## src/rtl/game_pkg.sv

```systemverilog
// Shared types and helpers for the two-player game: controller state encoding,
// winner codes and the saturating seconds subtraction used by the display path.
package game_pkg;

    typedef enum logic [2:0] {
        ST_IDLE   = 3'd0,
        ST_ARM    = 3'd1,
        ST_TURN   = 3'd2,
        ST_GRANT  = 3'd3,
        ST_WAIT_M = 3'd4,
        ST_AUTO   = 3'd5,
        ST_CHECK  = 3'd6,
        ST_OVER   = 3'd7
    } ctrl_state_t;

    localparam logic [1:0] WIN_NONE = 2'b00;
    localparam logic [1:0] WIN_P0   = 2'b01;
    localparam logic [1:0] WIN_P1   = 2'b10;
    localparam logic [1:0] WIN_DRAW = 2'b11;

    function automatic logic [3:0] sat_sub4(input logic [3:0] a, input logic [3:0] b);
        return (a > b) ? (a - b) : 4'd0;
    endfunction

endpackage

```

## src/rtl/turn_controller.sv

```systemverilog
// Turn sequencing for the two-player game: drives the turn timer, arbitrates
// manual versus timeout moves onto the single board port, and tracks the score state.
module turn_controller
    import game_pkg::*;
#(
    parameter int TURN_SECONDS = 10,
    parameter int MAX_MOVES    = 42
) (
    input  logic                             clk,
    input  logic                             rst,
    input  logic                             start,
    input  logic                             move_req,
    input  logic                             timer_timeout,
    input  logic [3:0]                       timer_seconds,
    input  logic                             board_done,
    input  logic                             board_ok,
    input  logic                             board_win,
    output logic                             timer_enable,
    output logic                             timer_reset,
    output logic                             move_grant,
    output logic                             auto_req,
    output logic                             current_player,
    output logic [$clog2(MAX_MOVES+1)-1:0]   turn_count,
    output logic [3:0]                       seconds_left,
    output logic                             game_over,
    output logic [1:0]                       winner
);

    localparam int CW = $clog2(MAX_MOVES + 1);
    localparam logic [CW-1:0] LAST_COUNT = CW'(MAX_MOVES - 1);
    localparam logic [3:0]    TURN_SEC4  = 4'(TURN_SECONDS);

    ctrl_state_t state;
    logic        auto_move;
    logic        res_ok;
    logic        res_win;

    assign seconds_left = sat_sub4(TURN_SEC4, timer_seconds);

    // Outputs are assigned on the transition into each state so they are
    // valid in the same cycle the state register shows that state.
    always_ff @(posedge clk or negedge rst) begin
        if (!rst) begin
            state          <= ST_IDLE;
            auto_move      <= 1'b0;
            res_ok         <= 1'b0;
            res_win        <= 1'b0;
            timer_enable   <= 1'b0;
            timer_reset    <= 1'b0;
            move_grant     <= 1'b0;
            auto_req       <= 1'b0;
            current_player <= 1'b0;
            turn_count     <= '0;
            game_over      <= 1'b0;
            winner         <= WIN_NONE;
        end else begin
            timer_reset <= 1'b0;
            move_grant  <= 1'b0;
            case (state)
                ST_IDLE, ST_OVER: begin
                    if (start) begin
                        state          <= ST_ARM;
                        timer_reset    <= 1'b1;
                        timer_enable   <= 1'b0;
                        game_over      <= 1'b0;
                        winner         <= WIN_NONE;
                        current_player <= 1'b0;
                        turn_count     <= '0;
                    end
                end
                ST_ARM: begin
                    state        <= ST_TURN;
                    timer_enable <= 1'b1;
                end
                ST_TURN: begin
                    if (move_req) begin
                        state        <= ST_GRANT;
                        move_grant   <= 1'b1;
                        timer_enable <= 1'b0;
                        auto_move    <= 1'b0;
                    end else if (timer_timeout) begin
                        state        <= ST_AUTO;
                        auto_req     <= 1'b1;
                        timer_enable <= 1'b0;
                        auto_move    <= 1'b1;
                    end
                end
                ST_GRANT: begin
                    state <= ST_WAIT_M;
                end
                ST_WAIT_M, ST_AUTO: begin
                    if (board_done) begin
                        state    <= ST_CHECK;
                        auto_req <= 1'b0;
                        res_ok   <= board_ok;
                        res_win  <= board_win;
                    end
                end
                ST_CHECK: begin
                    if (!res_ok) begin
                        // A rejected manual move resumes the running timer; a
                        // rejected automatic move is simply retried.
                        if (auto_move) begin
                            state    <= ST_AUTO;
                            auto_req <= 1'b1;
                        end else begin
                            state        <= ST_TURN;
                            timer_enable <= 1'b1;
                        end
                    end else begin
                        turn_count <= turn_count + 1'b1;
                        if (res_win) begin
                            state     <= ST_OVER;
                            game_over <= 1'b1;
                            winner    <= current_player ? WIN_P1 : WIN_P0;
                        end else if (turn_count == LAST_COUNT) begin
                            state     <= ST_OVER;
                            game_over <= 1'b1;
                            winner    <= WIN_DRAW;
                        end else begin
                            state          <= ST_ARM;
                            timer_reset    <= 1'b1;
                            current_player <= ~current_player;
                        end
                    end
                end
                default: begin
                    state <= ST_IDLE;
                end
            endcase
        end
    end

endmodule

```

## config.mk

```make
export PLATFORM = sky130hd
export DESIGN_NAME = turn_controller
export DESIGN_NICKNAME = d
export VERILOG_FILES = /design/src/rtl/game_pkg.sv /design/src/rtl/turn_controller.sv
export SDC_FILE = /design/constraint.sdc
export NUM_CORES = 1
export LEC_CHECK = 0
export CAP_MARGIN = 25
export CORE_UTILIZATION = 48
export DETAILED_ROUTE_END_ITERATION = 12
export GPL_TIMING_DRIVEN = 0
export HOLD_SLACK_MARGIN = 0.15
export PLACE_DENSITY = 0.79
export SLEW_MARGIN = 20
export SYNTH_ARGS = -nofsm -noshare
export SYNTH_HDL_FRONTEND = slang
export SYNTH_SLANG_ARGS = --single-unit
```

## constraint.sdc

```tcl
create_clock -name clk -period 2 [get_ports clk]
set_clock_uncertainty 0.05 [all_clocks]
set_input_delay 0.4 -clock clk [delete_from_list [all_inputs] [get_ports clk]]
set_output_delay 0.4 -clock clk [all_outputs]
set_load 0.01 [all_outputs]
```

## Word-level counts from Yosys, hierarchy flattened

Cells that the tools add are included.

| cells by class | value |
|---|---|
| multiplexer cells | 47 |
| reduce and logical (&&, ||, !) cells | 15 |
| magnitude comparators | 1 |
| bitwise operators | 1 |
| add/sub/neg operators | 2 |
| equality and inequality tests | 20 |

Operators by type and width:

| operator | count |
|---|---|
| 2-to-1 mux 3 bit | 8 |
| 2-to-1 mux 1 bit | 23 |
| != test 2 bit (second input constant) | 10 |
| one-hot mux 3 bit (6 select lines) | 1 |
| == test 3 bit (second input constant) | 4 |
| 2-to-1 mux 6 bit | 2 |
| one-hot mux 6 bit (2 select lines) | 1 |
| 2-to-1 mux 2 bit | 5 |
| AND reduction 5 bit | 2 |
| adder 6 x 1 -> 6 bit (second input constant) | 1 |
| == test 3 x 2 -> 1 bit (second input constant) | 2 |
| == test 6 bit (second input constant) | 1 |
| != test 3 bit (second input constant) | 2 |
| one-hot mux 1 bit (2 select lines) | 3 |
| AND reduction 3 bit | 2 |
| AND reduction 6 bit | 1 |
| greater-than comparator 4 bit (first input constant) | 1 |
| 2-to-1 mux 4 bit | 1 |
| one-hot mux 1 bit (4 select lines) | 1 |
| one-hot mux 2 bit (2 select lines) | 1 |
| AND reduction 2 bit | 2 |
| AND reduction 4 bit | 1 |
| nonzero test 2 bit | 2 |
| nonzero test 4 bit | 1 |
| 7 further kinds | 8 |

| word-level totals | value |
|---|---|
| flip-flop bits (word level) | 20 |
| word-level logic and storage cells | 98 |
| output and inout port bits | 18 |

## Logic depth before layout (Yosys ltp)

| depth | value |
|---|---|
| depth after elaboration | 5 |
| gate-level depth with buffers | 6 |
| depth with buffers taken out | 6 |

## Worst setup path after synthesis

No wires, ideal clock.

| timing | value |
|---|---|
| path type | reg2reg |
| start | register turn_count[1] |
| end | register winner[1] |
| required time | 1.829 ns |
| cell stages (with the launch flop) | 7 |
| clock period less this slack | 1.551 ns |
| library setup time | 0.121 ns |
| setup slack | 0.449 ns |
| arrival time | 1.380 ns |
| cell sequence | dfrtp_1 > inv_1 > ha_1 > nand4b_1 > o21bai_1 > o22ai_1 > a22o_1 |

| between the ends | value |
|---|---|
| word-level cells in the longest chain between the ends | 3 |

Ends and longest elaborated chain:

| what | line | text |
|---|---|---|
| start: declaration | turn_controller.sv:23 | `output logic [$clog2(MAX_MOVES+1)-1:0] turn_count,` |
| start signal: assignment | turn_controller.sv:111 | `turn_count <= turn_count + 1'b1;` |
| == test 6 bit | turn_controller.sv:116 | `end else if (turn_count == LAST_COUNT) begin` |
| != test 3 bit (no source line) | - |  |
| AND reduction 4 bit (no source line) | - |  |
| end signal: assignment | turn_controller.sv:115 | `winner <= current_player ? WIN_P1 : WIN_P0;` |
| end: declaration | turn_controller.sv:26 | `output logic [1:0] winner` |

Every way passes these cells.
A chain may end at the register's enable or synchronous reset.

## Worst setup path in the final report

| timing | value |
|---|---|
| start | input port timer_seconds[0] |
| end | output port seconds_left[0] |

| between the ends | value |
|---|---|
| word-level cells in the longest chain between the ends | 2 |
| elaborated cells between the ends (all ways) | 3 |
| those cells by class | add/sub: 1; order compare: 1; mux: 1 |

Ends and longest elaborated chain:

| what | line | text |
|---|---|---|
| start: declaration | turn_controller.sv:14 | `input logic [3:0] timer_seconds,` |
| subtractor 4 bit / greater-than comparator 4 bit (equally long branches) | game_pkg.sv:22 | `return (a > b) ? (a - b) : 4'd0;` |
| 2-to-1 mux 4 bit (*) | game_pkg.sv:22 |  |
| end: declaration | turn_controller.sv:24 | `output logic [3:0] seconds_left,` |

Mark *: on every way between the ends. The rest lies on a longest branch, timed or not.

==> summary.txt <==
total CTS buffers: 3
Worst Path Required: 1.55 ns
crit end category: output port
Non-Filler Instances: 188
Area growth syn-to-layout: 35.8%
vias in the first global route: 1091
first-pass GRT wire length: 4.86 mm
Top-Level Pins: 30
DR DRC count: 0
Worst R2R Path Depth: 6
Synth Register Bits: 20
startpoint types: primary input
Slew headroom: 66.6%
Ant. Diodes: 0
count leader, synth: dfrtp_1
# port buffers: 29
met3 GRT Util: 2.68%
placed cell count: 183
Maximum Capacitance Violations: 0
grt met2 use: 43.1%
Die Ht: 51.4 µm
RSZ-0062 raised after global routing: false
post-CTS setup buffer count: 0
Layout Nets: 177
GRT Overall Usage: 24.3%
CTS Buffer Depth: 2
Ys Warns: 0
hold crit path type: primary input to async pin
Yosys top cell by area: dfrtp_1
synth cell count leaders: dfrtp_1 (20), a21oi_1 (11), nand2_1 (11)
CTS sink count: 20
Core Region: 2250 µm²
Core Rows: 17
share of layout cells above drive strength 1: 13.8%
worst reg2reg startpoint: turn_count[1]
Die X-Extent: 51.4 µm
pwr dens: 1280 nW/µm²
critical path startpoint: timer_seconds[0]
top post-synthesis cells by area: dfrtp_1 (43%), a21oi_1 (4.7%), ha_1 (4.3%)
Synth Instances: 126
number of library cell types mapped by synthesis: 40
post-route ant nets: 0
Worst Max-Slew Pin Slew: 0.500 ns
Post-Syn Area: 1170 µm²
Vias: 1072
Tmin final: 1.93 ns
largest net degree at the start of global routing: 21
worst setup path category: primary input to output port
grt total ovfl: 0
CTS tree: built
top cell type's share of synthesized area: 42.7%
Mapped Avg Cell Area: 9.30 µm²
root buf cell: clkbuf_4
DIE AREA: 2640 µm²
Clock transition at path regs: 0.12 ns
GRT busiest layer: met2
gpl congestion: 0.907
crit-path max FO: 5
Setup violations, final: 0
initial antenna violation count: 0
Post-Syn Nets: 142
final WL: 2.82 mm
Leakage: 0.698 nW
Initial Utilization: 52.0%
Post-synth EDFFs: 0
worst r2r dst: winner[1]
Fin Hold WS: 0.348 ns
dominant synthesized flop cell: dfrtp_1
htree depth: 1
Final Hold Fails: 0
Seq/Total Area, Yosys: 42.7%
grt met1 use: 30.5%
fin crit share: 96.3%
Final Max Slew Viols: 0
drt pass-1 iters: 4
FMAX: 519 MHz
status: finished, final reports clean
DR iter-0 viols: 31
Clk Latency, worst-skew pair: 0.30 ns
Critical Path End: seconds_left[0]
hpwl dp: 2.01 mm
Post-synth ARST share: 100%
WP data arrival: 1.48 ns
VDD IR max: 0.000813 V
r2r setup slk: 0.19 ns
drt wl/cell: 15.0 µm
Via density: 5.70
[stage by stage]
stage / total power [W] / util, % / setup TNS, ns / cell area, µm² / setup slack (ns)
after floorplan: 0.00131 / - / 0 / 1170 / 0.449
after global placement: 0.00167 / 66.4 / -1.91 / 1500 / -0.542
after detailed placement: 0.00169 / 66.4 / -2.17 / 1500 / -0.628
after CTS: 0.00203 / 69.1 / 0 / 1560 / 0.0201
after global routing: 0.00220 / 70.6 / 0 / 1590 / 0.0116
final: 0.00204 / 70.6 / 0 / 1590 / 0.0732
[logic make-up (layout without fill, tap and decap cells)]
logic type,Yosys count,in the layout,synth area share [%]
mux,3,3,2.77
xor+xnor,4,4,2.99
buf+inv,10,44,3.84
simple gates,45,45,21.3
fa+ha+maj,5,5,5.12
flops,20,20,42.7
compound gates,39,39,21.2
[report_power, final]
part,total [W],switching [W],internal [W]
clock network,0.000331,0.000129,0.000202
logic,0.00101,0.000536,0.000477
registers,0.000700,0.000147,0.000552
[flip-flops by register name (all words and copies together), names as in the netlist]
register,cells
move_grant,1
turn_count,6
res_ok,1
state,3
game_over,1
current_player,1
winner,2
timer_reset,1
auto_move,1
timer_enable,1
res_win,1
auto_req,1
[worst min-delay path by stage]
stage | slack, ns | endpoint | from
floorplan | 0.05 | auto_move | rst
global placement | 0.42 | game_over | game_over
detailed placement | 0.43 | game_over | game_over
CTS | 0.46 | game_over | game_over
global route | 0.37 | turn_count[3] | rst
finish | 0.35 | move_grant | rst
[worst max-delay path, stage by stage]
cell,delay (ns)
clkdlybuf4s15_2,0.24
inv_1,0.06
ha_2,0.20
o31ai_4,0.19
and2_1,0.16
clkdlybuf4s15_2,0.23
[what timing repair did]
item / in CTS / in global routing
endpoints found under the setup margin: 4 / 3
gates resized for setup: 14 / 9
hold buffers: 0 / 0
gates cloned: 0 / 0
pin swaps: 0 / 1
[final cells by class]
type | instances | area [µm²]
fill | 194 | 663
timing repair buffer | 30 | 300
multi-input combinational | 96 | 658
buffer | 4 | 22.5
clock inverter | 1 | 30.0
sequential | 20 | 500
tap | 28 | 35.0
inverter | 6 | 22.5
clock buffer | 3 | 22.5
[layout by cell type, fill, tap and decap left out, types with 2 or more instances in the layout]
master / n
o21ai_0: 8
dfrtp_1: 20
o211ai_1: 2
a22o_1: 2
a21oi_1: 11
buf_2: 3
nand2_1: 11
xor2_1: 2
mux2_2: 2
and2_1: 3
nor2b_1: 2
clkbuf_2: 2
xnor2_1: 2
nor3_1: 5
ha_1: 2
o31ai_1: 4
nor2_1: 9
inv_1: 5
clkdlybuf4s15_2: 3
o21bai_1: 2
o22ai_1: 2
nand4_1: 2
clkbuf_4: 3
or3_1: 2
clkdlybuf4s50_1: 22
nand2b_1: 3
[per-layer routing]
metal	share of wire [%]	vias up
met3	3.9	2
met4	0.32	0
met5	0	-
met2	50	34
li1	-	529
met1	46	507
No activity file was read; power rests on OpenSTA's default activity.
